**src/rtl/bus_arbiter.sv**
```systemverilog
// Shares the external memory port between fetch and load/store with lane steering.
// Define BUS_ARB_FAIR_EN to let a starved fetch win the next contested arbitration.
module bus_arbiter (
    input  logic        clk,
    input  logic        reset,
    input  logic        fetch_req,
    input  logic [31:0] fetch_address,
    output logic [31:0] fetch_data,
    output logic        fetch_ready,
    input  logic        data_load,
    input  logic        data_store,
    input  logic [31:0] data_address,
    input  logic [31:0] data_store_data,
    input  logic [1:0]  data_size,
    input  logic        data_signed,
    output logic [31:0] data_load_data,
    output logic        data_ready,
    output logic        ext_valid,
    output logic        ext_write,
    output logic [31:0] ext_address,
    output logic [3:0]  ext_byte_enable,
    output logic [31:0] ext_write_data,
    input  logic        ext_ready,
    input  logic [31:0] ext_read_data
);

    typedef enum logic [1:0] {IDLE, FETCH, DATA, RESP} state_t;

    state_t      state_q, state_d;
    logic        ext_valid_q, ext_valid_d;
    logic        ext_write_q, ext_write_d;
    logic [31:0] ext_address_q, ext_address_d;
    logic [3:0]  ext_be_q, ext_be_d;
    logic [31:0] ext_wdata_q, ext_wdata_d;
    logic [31:0] fetch_data_q, fetch_data_d;
    logic [31:0] load_data_q, load_data_d;
    logic        fetch_ready_q, fetch_ready_d;
    logic        data_ready_q, data_ready_d;
    logic [1:0]  lane_q, lane_d;
    logic [1:0]  size_q, size_d;
    logic        signed_q, signed_d;

    logic        data_req, legal, pick_fetch;
    logic [3:0]  st_be;
    logic [31:0] st_wdata, ld_ext;
    logic [7:0]  ld_byte;
    logic [15:0] ld_half;
    logic        unused_bits;

    assign unused_bits = &{1'b0, fetch_address[1:0]};
    assign data_req    = data_load | data_store;

    always_comb begin
        legal    = 1'b0;
        st_be    = 4'hF;
        st_wdata = data_store_data;
        case (data_size)
            2'b00: begin
                legal    = 1'b1;
                st_be    = 4'(4'b0001 << data_address[1:0]);
                st_wdata = {4{data_store_data[7:0]}};
            end
            2'b01: begin
                legal    = ~data_address[0];
                st_be    = data_address[1] ? 4'b1100 : 4'b0011;
                st_wdata = {2{data_store_data[15:0]}};
            end
            2'b10:   legal = (data_address[1:0] == 2'b00);
            default: legal = 1'b0;
        endcase
    end

    // Load extraction uses the access shape latched at grant time.
    always_comb begin
        ld_byte = 8'(ext_read_data >> {lane_q, 3'b000});
        ld_half = lane_q[1] ? ext_read_data[31:16] : ext_read_data[15:0];
        case (size_q)
            2'b00:   ld_ext = {{24{signed_q & ld_byte[7]}}, ld_byte};
            2'b01:   ld_ext = {{16{signed_q & ld_half[15]}}, ld_half};
            default: ld_ext = ext_read_data;
        endcase
    end

`ifdef BUS_ARB_FAIR_EN
    logic fair_q, fair_d;

    assign pick_fetch = fetch_req & (fair_q | ~(data_req & legal));

    always_comb begin
        fair_d = fair_q;
        if (state_q == IDLE) begin
            if (pick_fetch)
                fair_d = 1'b0;
            else if (data_req && legal && fetch_req)
                fair_d = 1'b1;
        end
    end

    always_ff @(posedge clk or posedge reset) begin
        if (reset) fair_q <= 1'b0;
        else       fair_q <= fair_d;
    end
`else
    assign pick_fetch = fetch_req & ~(data_req & legal);
`endif

    always_comb begin
        state_d       = state_q;
        ext_valid_d   = ext_valid_q;
        ext_write_d   = ext_write_q;
        ext_address_d = ext_address_q;
        ext_be_d      = ext_be_q;
        ext_wdata_d   = ext_wdata_q;
        fetch_data_d  = fetch_data_q;
        load_data_d   = load_data_q;
        fetch_ready_d = 1'b0;
        data_ready_d  = 1'b0;
        lane_d        = lane_q;
        size_d        = size_q;
        signed_d      = signed_q;
        unique case (state_q)
            IDLE: begin
                if (pick_fetch) begin
                    state_d       = FETCH;
                    ext_valid_d   = 1'b1;
                    ext_write_d   = 1'b0;
                    ext_address_d = {fetch_address[31:2], 2'b00};
                    ext_be_d      = 4'hF;
                    ext_wdata_d   = '0;
                end else if (data_req && legal) begin
                    state_d       = DATA;
                    ext_valid_d   = 1'b1;
                    ext_write_d   = data_store;
                    ext_address_d = {data_address[31:2], 2'b00};
                    ext_be_d      = data_store ? st_be : 4'hF;
                    ext_wdata_d   = data_store ? st_wdata : '0;
                    lane_d        = data_address[1:0];
                    size_d        = data_size;
                    signed_d      = data_signed;
                end else if (data_req) begin
                    state_d      = RESP;
                    data_ready_d = 1'b1;
                    load_data_d  = '0;
                end
            end
            FETCH: begin
                if (ext_ready) begin
                    state_d       = RESP;
                    ext_valid_d   = 1'b0;
                    ext_write_d   = 1'b0;
                    fetch_ready_d = 1'b1;
                    fetch_data_d  = ext_read_data;
                end
            end
            DATA: begin
                if (ext_ready) begin
                    state_d      = RESP;
                    ext_valid_d  = 1'b0;
                    ext_write_d  = 1'b0;
                    data_ready_d = 1'b1;
                    load_data_d  = ext_write_q ? '0 : ld_ext;
                end
            end
            RESP:    state_d = IDLE;
            default: state_d = IDLE;
        endcase
    end

    always_ff @(posedge clk or posedge reset) begin
        if (reset) begin
            state_q       <= IDLE;
            ext_valid_q   <= 1'b0;
            ext_write_q   <= 1'b0;
            ext_address_q <= '0;
            ext_be_q      <= '0;
            ext_wdata_q   <= '0;
            fetch_data_q  <= '0;
            load_data_q   <= '0;
            fetch_ready_q <= 1'b0;
            data_ready_q  <= 1'b0;
            lane_q        <= '0;
            size_q        <= '0;
            signed_q      <= 1'b0;
        end else begin
            state_q       <= state_d;
            ext_valid_q   <= ext_valid_d;
            ext_write_q   <= ext_write_d;
            ext_address_q <= ext_address_d;
            ext_be_q      <= ext_be_d;
            ext_wdata_q   <= ext_wdata_d;
            fetch_data_q  <= fetch_data_d;
            load_data_q   <= load_data_d;
            fetch_ready_q <= fetch_ready_d;
            data_ready_q  <= data_ready_d;
            lane_q        <= lane_d;
            size_q        <= size_d;
            signed_q      <= signed_d;
        end
    end

    assign fetch_data      = fetch_data_q;
    assign fetch_ready     = fetch_ready_q;
    assign data_load_data  = load_data_q;
    assign data_ready      = data_ready_q;
    assign ext_valid       = ext_valid_q;
    assign ext_write       = ext_write_q;
    assign ext_address     = ext_address_q;
    assign ext_byte_enable = ext_be_q;
    assign ext_write_data  = ext_wdata_q;

endmodule

```
**config.mk**
```make
export PLATFORM = sky130hd
export DESIGN_NAME = bus_arbiter
export DESIGN_NICKNAME = d
export VERILOG_FILES = /design/src/rtl/bus_arbiter.sv
export SDC_FILE = /design/constraint.sdc
export NUM_CORES = 1
export LEC_CHECK = 0
export BUFFER_PORTS_ARGS = -buffer_cell sky130_fd_sc_hd__buf_2
export CAP_MARGIN = 40
export CORE_ASPECT_RATIO = 0.7
export CORE_UTILIZATION = 30
export CTS_BUF_LIST = sky130_fd_sc_hd__clkbuf_16
export CTS_CLUSTER_SIZE = 25
export DETAILED_ROUTE_END_ITERATION = 7
export GPL_ROUTABILITY_DRIVEN = 0
export PLACE_DENSITY = 0.57
export SYNTH_ARGS = -nofsm -noshare
export SYNTH_HDL_FRONTEND = slang
export SYNTH_SLANG_ARGS = --single-unit
```
**constraint.sdc**
```tcl
create_clock -name clk -period 5.22 [get_ports clk]
set_clock_uncertainty 0.05 [all_clocks]
set_input_delay 0.261 -clock clk [delete_from_list [all_inputs] [get_ports clk]]
set_output_delay 0.261 -clock clk [all_outputs]
set_load 0.01 [all_outputs]
```
==> results.md, run 1 <==
* Pins Over Slew Limit at 0
* Crit path time final at 2.563 ns
* Seq cells post-synth at 141
* Clock network power share at 0.226
* Detailed Route Iter0 Violations at 314
* Number of buffers created by CTS at 17
* Endpoints failing hold at 0
* Status: finished with violations
* IO Pins at 273
* Sw frac at 0.3767
* Initial cell density of the core at 0.3058
* Clock transition at path regs at 0.07 ns
* Final net count at 980
* Netlist Area Pre-Place at 6611 um^2
* GRT Total Usage at 0.1805
* DR vias at 5,479
* Maxcap violations at 0
* Initial antenna violation count at 0
* First-pass GRT wire length at 31,680 um
* Crit path top cell by count: buf_4
* Avg Cell Area, Syn at 11.34 um^2
* Critical path startpoint category: flop
* Clk Latency, worst-skew pair at 0.42 ns
* WP data arrival at 2.82 ns
* Critical-path cell list: inv_1 -> ha_2 -> buf_4 -> o211ai_1 -> buf_4 -> o32a_1
* Drt drc at 30
* Final WS setup at 2.657 ns
* WL final at 19,690 um
* Clk root buf: clkbuf_16
* Total global routing overflow at 0
* Worst slew pin tran at 0.8578 ns
* Slew HR at 0.4256
* Post-synth cell types at 43
* Port bufs at 268
* Die Ht at 126.2 um
* N_diodes at 0
* Largest net degree at the start of global routing at 76
* Comb pwr share at 0.413
* Top cells by area, synth: dfrtp_1, mux2_2, a22o_1
* Hold WC Path Type: in2reg
* Pwr per Cell Area at 599.2 nW/um^2
* Yosys top cell area share at 0.5337
* Ys async rst share at 1.000
* Post-synth EDFFs at 0
* VDD IR max at 222.7 uV
* Post-synthesis sequential area ratio at 0.5337
* Die Area at 22,650 um^2
* Cells after Synth at 583
* Critical Path RT at 5.48 ns
* Sum Neg Setup Slack at 0 ns
* P_int at 3.306 mW
* Sw power at 1.998 mW
* CP Class: reg2reg
* Hold WS at 0.02621 ns
* CP Capture Type: flop
* Unrepaired setup endpoints after global routing: false
* ANT nets after route at 0
* Clock buffer depth at 2
* Top FF cell, synth: dfrtp_1
* Vias in the first global route at 5,471
* H-tree depth at 4
* Clock Sinks at 141
* CTS tree: built
* Post-detail-place hpwl at 14,210 um
* CP max stage cell: buf_4
* Synth Warn # at 0
* Row cnt at 45
* Final total power at 5.304 mW
* Area leader, netlist: dfrtp_1
* Vias per cell at 4.827
* P&R area growth vs syn at 33.89%
* Die W at 179.4 um
* Failing checks: design-rule violations
* WL per Instance at 17.35 um
* CP max FO at 75
* Share of layout cells above drive strength 1 at 0.4420
* First-pass DRT Iterations at 6
* Setup violators final at 0
* Dpl ws at 2.620 ns
* Crit-path max cell delay at 0.55 ns
* Core footprint at 21,620 um^2
* Leakage power at 4.382 nW
* Register share of total power at 0.361
* Final period util at 0.4911
* Max frequency at 390.1 MHz
-- worst paths after layout --
kind / start / slack (ns) / to / cells after the start
max in group asynchronous: reset / 3.72 / fetch_data[6]$_DFFE_PP0P_ / 4
hold / removal: data_address[22] / 0.03 / ext_address[22]$_DFFE_PP0P_ / 3
min in group asynchronous: reset / 0.34 / fetch_ready$_DFF_PP0_ / 3
setup / recovery: state_q[1]$_DFFE_PP0P_ / 2.66 / ext_byte_enable[0]$_DFFE_PP0P_ / 6
setup reg to reg: state_q[1]$_DFFE_PP0P_ / 2.66 / ext_byte_enable[0]$_DFFE_PP0P_ / 6
hold reg to reg: data_load_data[2]$_DFFE_PP0P_ / 0.44 / data_load_data[2]$_DFFE_PP0P_ / 1
-- through the flow --
step / instances / cell area (um^2) / utilization
6_report: 1135 / 8852 / 0.4094
5_1_grt: 1135 / 8852 / 0.4094
4_1_cts: 1135 / 8852 / 0.4094
3_5_place_dp: 1101 / 8257 / 0.3819
3_3_place_gp: 1097 / 8192 / 0.3789
2_1_floorplan: 584 / 6615 / -
-- timing repair --
action / 4_1_cts / 5_1_grt
hold endpoints to repair: 39 / 0
hold buffers: 2 / 0
setup buffers: 0 / 0
gates resized for setup: 0 / 0
-- metal layers --
layer | GRT usage | up-vias | part of all wire
met4 | 0.04462 | 0 | 0.0085
met5 | 0 | - | 0
met2 | 0.2640 | 198 | 0.43
li1 | - | 2628 | -
met1 | 0.2571 | 2642 | 0.49
met3 | 0.05668 | 11 | 0.073
-- Yosys cell counts, types with 2 or more instances --
master     instances
a21oi_1           11
a21oi_2            2
a221oi_1           2
a22o_1            42
a2bb2oi_1          3
and3b_1            2
buf_1              4
buf_2             10
buf_4              3
clkbuf_1          29
dfrtp_1          141
ha_1               3
inv_1             37
mux2_2            55
mux2i_1           32
nand2_1           54
nand2b_1          17
nand3_1           31
nor2_1             4
nor2b_1           13
o211ai_1           2
o21a_1             2
o21ai_0           13
o221ai_1          30
o2bb2ai_1         23
-- cell usage in the layout (no fill, tap or decap), drive strengths merged, types with 4 or more instances in the layout --
| master | n |
|---|---|
| nand3 | 31 |
| mux2i | 32 |
| a22o | 42 |
| clkinv | 4 |
| nor2 | 4 |
| dfrtp | 141 |
| inv | 45 |
| clkbuf | 17 |
| a21oi | 13 |
| nand2 | 54 |
| o21ai | 14 |
| nand2b | 17 |
| o221ai | 30 |
| mux2 | 55 |
| o2bb2ai | 23 |
| nor2b | 13 |
| buf | 281 |
-- flip-flops by register name (all words and copies together), names as in the netlist --
name / count
size_q: 2
ext_write: 1
lane_q: 2
ext_byte_enable: 4
data_ready: 1
signed_q: 1
ext_valid: 1
data_load_data: 32
state_q: 2
ext_address: 30
fetch_data: 32
ext_write_data: 32
fetch_ready: 1
-- power by group through the flow --
stage | sequential (mW) | combinational, mW | clock (mW)
2_1_floorplan | 2.09 | 1.17 | 0
3_3_place_gp | 1.94 | 2.16 | 0
3_5_place_dp | 1.93 | 2.22 | 0
4_1_cts | 1.92 | 2.22 | 1.25
5_1_grt | 1.99 | 2.41 | 1.29
6_report | 1.92 | 2.19 | 1.20
-- critical path: cells and delay by family, from the launching register on --
kind                     cells  cell delay [ns]
AO/OA/AOI/OAI                2             0.86
adder cells (fa/ha/maj)      1             0.16
buffers and inverters        3             0.97
flip-flops                   1             0.40
-- logic make-up (layout without fill, tap and decap cells) --
logic type      Yosys count  count (layout)  share of synthesized area
other cells               1               2                  0.0005672
fa+ha+maj                 3               3                   0.005678
buf+inv                  83             352                    0.05072
mux                      87              87                     0.1421
flops                   141             141                     0.5337
compound gates          141             141                     0.1728
simple gates            127             127                    0.09444
-- layout make-up --
cell class | count | area, um^2
Fill cell | 2173 | 12770
Sequential cell | 141 | 3528
Multi-Input combinational cell | 360 | 2758
Timing Repair Buffer | 283 | 1494
Clock buffer | 17 | 425.4
Tap cell | 282 | 352.8
Clock inverter | 15 | 150.1
Inverter | 37 | 143.9
Note: power is estimated with default switching activity, not from simulation.
==> inputs of run 2 (changes only) <==
- PLACE_DENSITY: 0.57 -> 0.59
- clock period: 5.22 -> 2.07 ns (I/O delays scaled with it)
==> run 2 against run 1 <==
The run still ends with design-rule violations left. Wire length increased by 13%. Core utilization rose by 6.6 points. Final area grew 16%. Non-clock buffer count grew 140. Sequential power grew 150%. First-iteration DRC count up 7.3%. Worst hold slack better by 0.025 ns. Combinational power rose to 2.8 times the previous value. Flip-flop and latch count is the same. Count of clock-buffer cells in the layout unchanged. Global-route usage grew 1.9 points. Setup slack lost 2.5 ns. Critical endpoint is now data_load_data[9]$_DFFE_PP0P_. Largest cell class unchanged.
==> results.md, run 2 (synthesis gave the netlist of run 1 again) <==
* Clock buffer depth at 2
* Critical path startpoint category: input pin
* Max frequency at 512.6 MHz
* First-pass GRT wire length at 35,160 um
* CTS resizes at 0
* ANT nets after route at 0
* Vias per cell at 4.824
* CP max FO at 32
* Final total power at 13.82 mW
* DR vias at 6,155
* Layout Utilization at 0.4753
* Die Area at 22,650 um^2
* Origin of the worst min-delay path: fetch_req
* Leakage power at 4.993 nW
* Die W at 179.4 um
* Crit path time final at 1.951 ns
* P&R area growth vs syn at 55.43%
* Row cnt at 45
* GRT Total Usage at 0.1994
* Critical Path RT at 2.32 ns
* Final net count at 1,120
* Clk root buf: clkbuf_16
* Largest net degree at the start of global routing at 84
* Endpoints failing hold at 0
* Dpl cell area at 8378 um^2
* Failing checks: design-rule violations
* Total global routing overflow at 0
* Status: finished with violations
* Sw power at 5.152 mW
* Final period util at 0.9424
* Most common cell after layout, fill and taps aside: buf_2
* Maxcap violations at 0
* CP startpoint: data_address[0]
* First-pass DRT Iterations at 7
* Detailed Route Iter0 Violations at 337
* Busiest grt layer: met2
* Vias in the first global route at 6,276
* VDD IR max at 711.4 uV
* Clock network power share at 0.219
* Comb pwr share at 0.438
* Post-detail-place hpwl at 14,330 um
* IO Pins at 273
* Port bufs at 268
* CTS tree: built
* WL per Instance at 17.41 um
* Die Ht at 126.2 um
* Drt drc at 30
* Post-route cell area at 10,280 um^2
* WL final at 22,220 um
* Initial cell density of the core at 0.3058
* Routing usage on met3 at 0.06333
* Clock transition at path regs at 0.06 ns
* Clock Sinks at 141
* Register share of total power at 0.343
* Share of layout cells above drive strength 1 at 0.3938
* P_int at 8.669 mW
* Met1 global-route usage at 0.2568
* Most frequent cells in the layout: buf_2, dfrtp_1, dlygate4sd3_1
* H-tree depth at 4
* CP Class: in2reg
* Unrepaired setup endpoints after global routing: false
* Pins Over Slew Limit at 0
* Met2 global-route usage at 0.3180
* Initial antenna violation count at 2
* Number of buffers created by CTS at 17
* Reg2reg start: state_q[0]$_DFFE_PP0P_
* WP data arrival at 2.20 ns
* Clk Latency, worst-skew pair at 0.42 ns
* Pwr per Cell Area at 1345 nW/um^2
* Hold WC Path Type: in2reg
* Sw frac at 0.3728
* Setup violators final at 0
* CP Capture Type: flop
* Core footprint at 21,620 um^2
## run 2: changes by cell type in the layout (fill, tap and decap cells not counted), moves of 2 or more
| cell | before | now |
|---|---|---|
| buf_4 | 10 | 19 |
| dlygate4sd3_1 | 2 | 129 |
| buf_8 | 2 | 0 |
| buf_12 | 0 | 7 |
## run 2: final timing paths
| check | to | slack [ns] | depth (start not counted) |
|---|---|---|---|
| worst max-delay path | data_load_data[9]$_DFFE_PP0P_ | 0.12 | 7 |
| worst min-delay path | ext_valid$_DFFE_PP0P_ | 0.05 | 3 |
| worst max register to register | ext_address[12]$_DFFE_PP0P_ | 0.13 | 6 |
| worst min register to register | ext_write_data[23]$_DFFE_PP0P_ | 0.44 | 1 |
| max in group asynchronous | size_q[1]$_DFFE_PP0P_ | 1.21 | 4 |
| min in group asynchronous | data_load_data[30]$_DFFE_PP0P_ | 0.31 | 4 |
## run 2: layer usage
layer	part of all wire	wire length (um)
met2	0.46	10210
met3	0.074	1646
met5	0.00036	8
met4	0.017	376
met1	0.45	9978
## run 2: final cells by class
type	instances	area, um^2
fill	2000	11340
clock inverter	15	151.4
timing repair buffer	423	2915
clock buffer	17	425.4
multi-input combinational	360	2758
inverter	37	142.6
sequential	141	3528
tap	282	352.8
antenna	1	2.502
## run 2: critical path, cell delays in order
cell and delay, ns:
dlygate4sd3_1 0.52, buf_2 0.19, a21oi_2 0.11, or4_4 0.55, a22o_1 0.29, buf_12 0.17
a22o_1 0.25
## run 2: timing repair
action                     in CTS  in global routing
hold endpoints to repair      262                  0
setup buffers                   2                  0
setup endpoints to repair      16                  0
hold buffers                  129                  0
## run 2: power groups by stage
stage | Clock, mW | Sequential [mW] | Combinational [mW]
6_report | 3.03 | 4.74 | 6.05
5_1_grt | 3.23 | 4.92 | 6.60
4_1_cts | 3.12 | 4.73 | 6.09
3_5_place_dp | 0 | 4.76 | 5.86
3_3_place_gp | 0 | 4.73 | 5.83
2_1_floorplan | 0 | 5.27 | 2.94
## run 2: stage by stage
stage | hold slack, ns | cells | TNS, ns | setup WS [ns]
after floorplan | 0.1708 | 584 | 0 | 0.1534
after global routing | 0.1029 | 1276 | 0 | 0.01335
after detailed placement | 0.2095 | 1112 | -0.1352 | -0.01473
after global placement | 0.2090 | 1112 | 0 | 0.01742
after CTS | 0.03473 | 1275 | 0 | 0.1529
final | 0.05098 | 1276 | 0 | 0.1193
